--- src/rtl/bcd_stopwatch_ctrl.sv ---
// Stopwatch controller: 4-digit BCD count (SS.hh, 00.00-59.99), run/pause/clear FSM and display scan.
// Optional macro STOPWATCH_WRAP_EN: terminal tick wraps to 00.00 instead of entering overflow.
module bcd_stopwatch_ctrl #(
    parameter int unsigned TICK_DIV = 500000,
    parameter int unsigned SCAN_DIV = 50000
) (
    input  logic        clk,
    input  logic        reset,
    input  logic        start_stop,
    input  logic        clear,
    output logic [15:0] digits,
    output logic        running,
    output logic        overflow,
    output logic        tick,
    output logic [3:0]  an,
    output logic [3:0]  seg_digit,
    output logic        dp_n
);

    localparam int unsigned PW = $clog2(TICK_DIV);
    localparam int unsigned SW = (SCAN_DIV > 1) ? $clog2(SCAN_DIV) : 1;
    localparam logic [PW-1:0] PRESC_MAX = PW'(TICK_DIV - 1);
    localparam logic [SW-1:0] SCAN_MAX  = SW'(SCAN_DIV - 1);

`ifdef STOPWATCH_WRAP_EN
    localparam bit WRAP_EN = 1'b1;
`else
    localparam bit WRAP_EN = 1'b0;
`endif

    typedef enum logic [1:0] {StIdle, StRun, StPause, StOvf} state_e;

    state_e        r_state;
    logic [15:0]   r_digits;
    logic [PW-1:0] r_presc;
    logic          r_running;
    logic          r_overflow;
    logic          r_tick;
    logic [SW-1:0] r_scan;
    logic [1:0]    r_sel;
    logic [3:0]    r_an;
    logic [3:0]    r_seg_digit;
    logic          r_dp_n;

    logic [15:0]   w_digits_inc;
    logic          w_presc_done;
    logic          w_terminal;
    logic          w_scan_wrap;
    logic [1:0]    w_sel_d;

    assign w_presc_done = (r_presc == PRESC_MAX);
    assign w_terminal   = (r_digits == 16'h5999);

    // Full carry ripple d0 -> d3 resolved combinationally; 59.99 + 1 yields 00.00.
    always_comb begin
        w_digits_inc = r_digits;
        if (r_digits[3:0] != 4'd9) begin
            w_digits_inc[3:0] = r_digits[3:0] + 4'd1;
        end else begin
            w_digits_inc[3:0] = 4'd0;
            if (r_digits[7:4] != 4'd9) begin
                w_digits_inc[7:4] = r_digits[7:4] + 4'd1;
            end else begin
                w_digits_inc[7:4] = 4'd0;
                if (r_digits[11:8] != 4'd9) begin
                    w_digits_inc[11:8] = r_digits[11:8] + 4'd1;
                end else begin
                    w_digits_inc[11:8] = 4'd0;
                    if (r_digits[15:12] != 4'd5) begin
                        w_digits_inc[15:12] = r_digits[15:12] + 4'd1;
                    end else begin
                        w_digits_inc[15:12] = 4'd0;
                    end
                end
            end
        end
    end

    always_ff @(negedge clk or negedge reset) begin
        if (!reset) begin
            r_state    <= StIdle;
            r_digits   <= '0;
            r_presc    <= '0;
            r_running  <= 1'b0;
            r_overflow <= 1'b0;
            r_tick     <= 1'b0;
        end else begin
            r_tick <= 1'b0;
            if (clear) begin
                r_state    <= StIdle;
                r_digits   <= '0;
                r_presc    <= '0;
                r_running  <= 1'b0;
                r_overflow <= 1'b0;
            end else begin
                unique case (r_state)
                    StIdle: begin
                        r_presc <= '0;
                        if (start_stop) begin
                            r_state   <= StRun;
                            r_running <= 1'b1;
                        end
                    end
                    StRun: begin
                        if (start_stop) begin
                            r_state   <= StPause;
                            r_running <= 1'b0;
                        end
                        if (w_presc_done) begin
                            r_presc <= '0;
                            // Overflow takes priority over a coincident pause request.
                            if (w_terminal && !WRAP_EN) begin
                                r_state    <= StOvf;
                                r_running  <= 1'b0;
                                r_overflow <= 1'b1;
                            end else begin
                                r_digits <= w_digits_inc;
                                r_tick   <= 1'b1;
                            end
                        end else begin
                            r_presc <= r_presc + PW'(1);
                        end
                    end
                    StPause: begin
                        if (start_stop) begin
                            r_state   <= StRun;
                            r_running <= 1'b1;
                        end
                    end
                    StOvf: begin
                        r_presc <= '0;
                    end
                endcase
            end
        end
    end

    assign w_scan_wrap = (r_scan == SCAN_MAX);
    assign w_sel_d     = w_scan_wrap ? r_sel + 2'd1 : r_sel;

    // an/seg_digit/dp_n all derive from the next select so they change on the same edge.
    always_ff @(negedge clk or negedge reset) begin
        if (!reset) begin
            r_scan      <= '0;
            r_sel       <= 2'd0;
            r_an        <= 4'b1110;
            r_seg_digit <= 4'd0;
            r_dp_n      <= 1'b1;
        end else begin
            r_scan      <= w_scan_wrap ? '0 : r_scan + SW'(1);
            r_sel       <= w_sel_d;
            r_an        <= ~(4'b0001 << w_sel_d);
            r_seg_digit <= r_digits[{w_sel_d, 2'b00} +: 4];
            r_dp_n      <= (w_sel_d != 2'd2);
        end
    end

    assign digits    = r_digits;
    assign running   = r_running;
    assign overflow  = WRAP_EN ? 1'b0 : r_overflow;
    assign tick      = r_tick;
    assign an        = r_an;
    assign seg_digit = r_seg_digit;
    assign dp_n      = r_dp_n;

endmodule

--- config.mk ---
export PLATFORM = sky130hd
export DESIGN_NAME = bcd_stopwatch_ctrl
export DESIGN_NICKNAME = d
export VERILOG_FILES = /design/src/rtl/bcd_stopwatch_ctrl.sv
export SDC_FILE = /design/constraint.sdc
export NUM_CORES = 1
export LEC_CHECK = 0
export CORE_MARGIN = 2
export CORE_UTILIZATION = 55
export CTS_BUF_LIST = sky130_fd_sc_hd__clkbuf_2 sky130_fd_sc_hd__clkbuf_4 sky130_fd_sc_hd__clkbuf_8
export DETAILED_ROUTE_END_ITERATION = 8
export PLACE_DENSITY = 0.76
export SLEW_MARGIN = 0
export SYNTH_ARGS = -nofsm -noshare
export SYNTH_HDL_FRONTEND = slang
export SYNTH_SLANG_ARGS = --single-unit
--- constraint.sdc ---
create_clock -name clk -period 2.5 [get_ports clk]
set_input_delay 0.5 -clock clk [delete_from_list [all_inputs] [get_ports clk]]
set_output_delay 0.5 -clock clk [all_outputs]
set_load 0.005 [all_outputs]
==> results.txt <==
The flow ran to the end, but the final reports show violations. The checks that failed: DRC, setup timing. Synthesis produced a netlist with a net count of 405. The first routing iteration left 128 violations. The first global-routing pass estimated 15.0 mm of wire.

Entering global routing, the biggest net connects 39 pins. The setup path with the least slack is of type flop to output pin. The final core area utilization was 71.0%; the share of synthesized registers carrying an async set or reset was 100%. In this run the tool buffered the top-level ports with 31 buffer cells. Clock latency on the worst-skew pair, taken at its later pin, is 0.39 ns. The main flop type after synthesis is sky130_fd_sc_hd__dfrtn_1. The clock-pin slew on the worst setup and hold paths works out to 0.05 ns. Flip-flop and latch count after synthesis: 66. The tools report the floorplan die area as 7360 um^2. The tools report the cell chosen for the clock root as sky130_fd_sc_hd__clkbuf_8. In this run, CTS created clock tree buffers numbering 9.

The top fanout value on the critical path came out at 2. The run gives 512 as the number of instances in the placed design. TritonCTS built the clock tree. For the routability congestion estimate, the log shows 0.943. After synthesis, the mean cell area works out to 9.49 um^2. The startpoint kind of the worst setup timing path is a flop. The top cell type by area accounts for 42.8% of the synthesized area. From bottom edge to top edge, the die measures 85.8 um.

No sink is reached through more buffers than the 2 on the longest clock path. The I/O pin total was 32; the die boundary width was 85.8 um. CTS saw 66 sinks. The H-tree was split into 3 levels. For this block, the via count after detailed routing is 3184. After filler insertion, the fill cell instance count of the layout stands at 457. In this design, the stage delay of the slowest critical-path cell is 0.51 ns.

In the final layout, the share of cells above drive strength 1 is 26.0%. Traced cell by cell, the critical path runs through buf_2. The power density over cell area works out to 505 nW/um^2. Final worst setup slack: -0.251 ns. Among all stages on the critical path, the largest delay is contributed by sky130_fd_sc_hd__dfstp_2. The detail route stage leaves a number of antenna-violating nets equal to 0. Data on the critical path is required at its endpoint by 2.00 ns. The overflow left after global routing is 0, and the relative slew slack is 61.2%. Between clock sinks in the finished design, the worst skew comes to 0.0595 ns. The total negative slack is -4.11 ns.

The tools report the number of hold violations in the final report as 0. In this run the static leakage power is 2.05 nW. The run gives 3249 as the number of global-route vias before repair. After synthesis the cells add up to 3680 um^2. The tool flagged a number of max-cap violations equal to 0. The count of pins over their slew limit was 0; the average via count per standard cell was 5.92. Yosys mapped the design onto 56 distinct sky130hd cell types. The number of antenna violations at the first check in global routing was 0. The critical path endpoint category is an output pin.

Class of the most critical hold timing path: flop to flop. The arrival time of the worst setup path was 2.25 ns. Largest delay contributor family on the critical path: flip-flops. After synthesis, the cell types taking the most area are sky130_fd_sc_hd__dfrtn_1 43%, sky130_fd_sc_hd__ha_1 4.4%, sky130_fd_sc_hd__xnor2_1 4.3%, sky130_fd_sc_hd__nand2_1 3.6%, sky130_fd_sc_hd__nor2_1 3.5%. Final hold analysis gives a worst-case slack of 0.410 ns. In the synthesized netlist, the number of instances is 388. Row generation in the floorplan step produced 29 rows. Once layout is complete, the cells apart from fillers number 538. The net count of the finished layout is 473. Setup violations remaining at the end of the flow were counted as 36. Yosys printed 0 warnings. At the pin with the least slew margin, the transition time is 0.581 ns.

For this block, the routed nets add up to 8.64 mm of wire. Yosys mapped a number of flops with a built-in enable equal to 0. The tools report the total global-route track usage as 25.6%. The run gives 6.11 mm as the half-perimeter wire length after detailed placement. The run gives 6 as the total iterations of the first detailed-routing run. In the routed design, unresolved DRC markers number 3.

Of all cell types, the one taking the most synthesized area is sky130_fd_sc_hd__dfrtn_1. The repair_antennas step left the layout with diodes totalling 0. VDD sags by at most 315 uV.

The number of buffer and inverter instances along the worst setup path is 1, and the effective utilization at floorplan is 57.3%. The post-route total power came out at 0.00230 W. Setup repair after global routing could not meet its margin everywhere. In the final routed layout, each cell accounts on average for 16.1 um. The core region is 6420 um^2. The layout-stage area growth over the synthesis result is 23.8%, and the sequential area share after synthesis is 45.0%.
==> final timing paths <==
path,end,slack [ns],start,cells past startpoint
max,an[2],-0.25,an[2],1
min reg2reg,r_scan[0],0.41,r_scan[0],1
min,r_scan[0],0.41,r_scan[0],1
min in group asynchronous,r_scan[8],1.20,reset,1
max in group asynchronous,r_presc[1],0.76,reset,2
max reg2reg,digits[10],0.16,r_presc[0],6
==> logic make-up (layout without fill, tap and decap cells) <==
logic type / after synthesis / after routing / share of synthesized area (%)
XOR/XNOR: 27 / 27 / 6.42
multiplexers: 5 / 5 / 1.36
AO/OA/AOI/OAI: 68 / 68 / 12.4
adder cells (fa/ha/maj): 13 / 13 / 4.42
buffers and inverters: 35 / 108 / 3.87
flip-flops: 66 / 66 / 45.0
AND/OR/NAND/NOR: 174 / 174 / 26.5
==> layout make-up <==
class                   count  area (um^2)  area share (%)
clock buffers               9          124            2.72
clock inverters            10         81.3            1.78
inverters                  14         57.6            1.26
multi-input cells         287         2000            43.8
flip-flops and latches     66         1660            36.3
well taps                  77         96.3            2.11
repair buffers             75          547            12.0
==> through the flow <==
stage | worst slack, ns | area, um^2
final | -0.251 | 4560
after global routing | -0.275 | 4560
after CTS | -0.263 | 4510
after detailed placement | -0.798 | 4360
after global placement | -0.764 | 4360
after floorplan | -0.337 | 3750
==> where the power goes <==
part	total [W]	internal, W	switching, W
sequential	0.00110	0.00109	0.0000133
clock	0.000919	0.000464	0.000456
combinational	0.000281	0.000121	0.000159
total	0.00230	0.00167	0.000628
==> cells in the final DEF, fill, tap and decap left out, drive strengths merged, types with 7 or more instances in the layout <==
master | synthesis | final
buf | 2 | 74
dfrtn | 63 | 63
nand2 | 35 | 35
nor2 | 34 | 34
nand3 | 25 | 25
xnor2 | 18 | 18
a21oi | 18 | 18
inv | 14 | 16
nor3 | 14 | 14
ha | 13 | 13
o21ai | 13 | 13
nand4 | 12 | 12
o31ai | 10 | 10
xor2 | 9 | 9
clkbuf | 18 | 9
and3 | 7 | 7
==> sequential cells by signal, indices dropped and copies added (netlist names) <==
register / cells
seg_digit: 4
r_state: 2
r_sel: 2
running: 1
r_scan: 16
an: 4
overflow: 1
tick: 1
digits: 16
r_presc: 19
==> Yosys cell counts (4+ instances only) <==
library cell,instances
sky130_fd_sc_hd__a21oi_1,18
sky130_fd_sc_hd__and3_1,7
sky130_fd_sc_hd__and3b_1,4
sky130_fd_sc_hd__and4_1,4
sky130_fd_sc_hd__clkbuf_1,18
sky130_fd_sc_hd__dfrtn_1,63
sky130_fd_sc_hd__ha_1,13
sky130_fd_sc_hd__inv_1,14
sky130_fd_sc_hd__mux2i_1,5
sky130_fd_sc_hd__nand2_1,35
sky130_fd_sc_hd__nand3_1,24
sky130_fd_sc_hd__nand3b_1,4
sky130_fd_sc_hd__nand4_1,12
sky130_fd_sc_hd__nor2_1,34
sky130_fd_sc_hd__nor3_1,14
sky130_fd_sc_hd__nor4_1,6
sky130_fd_sc_hd__o211ai_1,6
sky130_fd_sc_hd__o21ai_0,12
sky130_fd_sc_hd__o311ai_0,4
sky130_fd_sc_hd__o31ai_1,9
sky130_fd_sc_hd__or3_1,4
sky130_fd_sc_hd__xnor2_1,18
sky130_fd_sc_hd__xor2_1,9
==> worst reg2reg max path, stage by stage (launching register included) <==
cell                      delay, ns
sky130_fd_sc_hd__dfrtn_1       0.46
sky130_fd_sc_hd__ha_1          0.22
sky130_fd_sc_hd__and4_2        0.31
sky130_fd_sc_hd__nand3_2       0.14
sky130_fd_sc_hd__or3_4         0.44
sky130_fd_sc_hd__or4_4         0.58
sky130_fd_sc_hd__o31ai_4       0.20
==> what timing repair did <==
item / 4_1_cts / 5_1_grt
cloned: 0 / 0
setup buffers: 5 / 4
setup endpoints to repair: 56 / 43
hold buffers: 0 / 0
gates resized for setup: 131 / 6
pin swaps: 16 / 11
==> layer usage <==
metal	track usage, %	vias to the layer above	wire length (um)	share of wire, %
li1	-	1540	-	-
met1	33.7	1537	3920	45
met2	40.2	86	4100	48
met3	5.39	21	403	4.7
met4	13.0	0	208	2.4
met5	0	-	0	0
No activity file was read; power rests on OpenSTA's default activity.
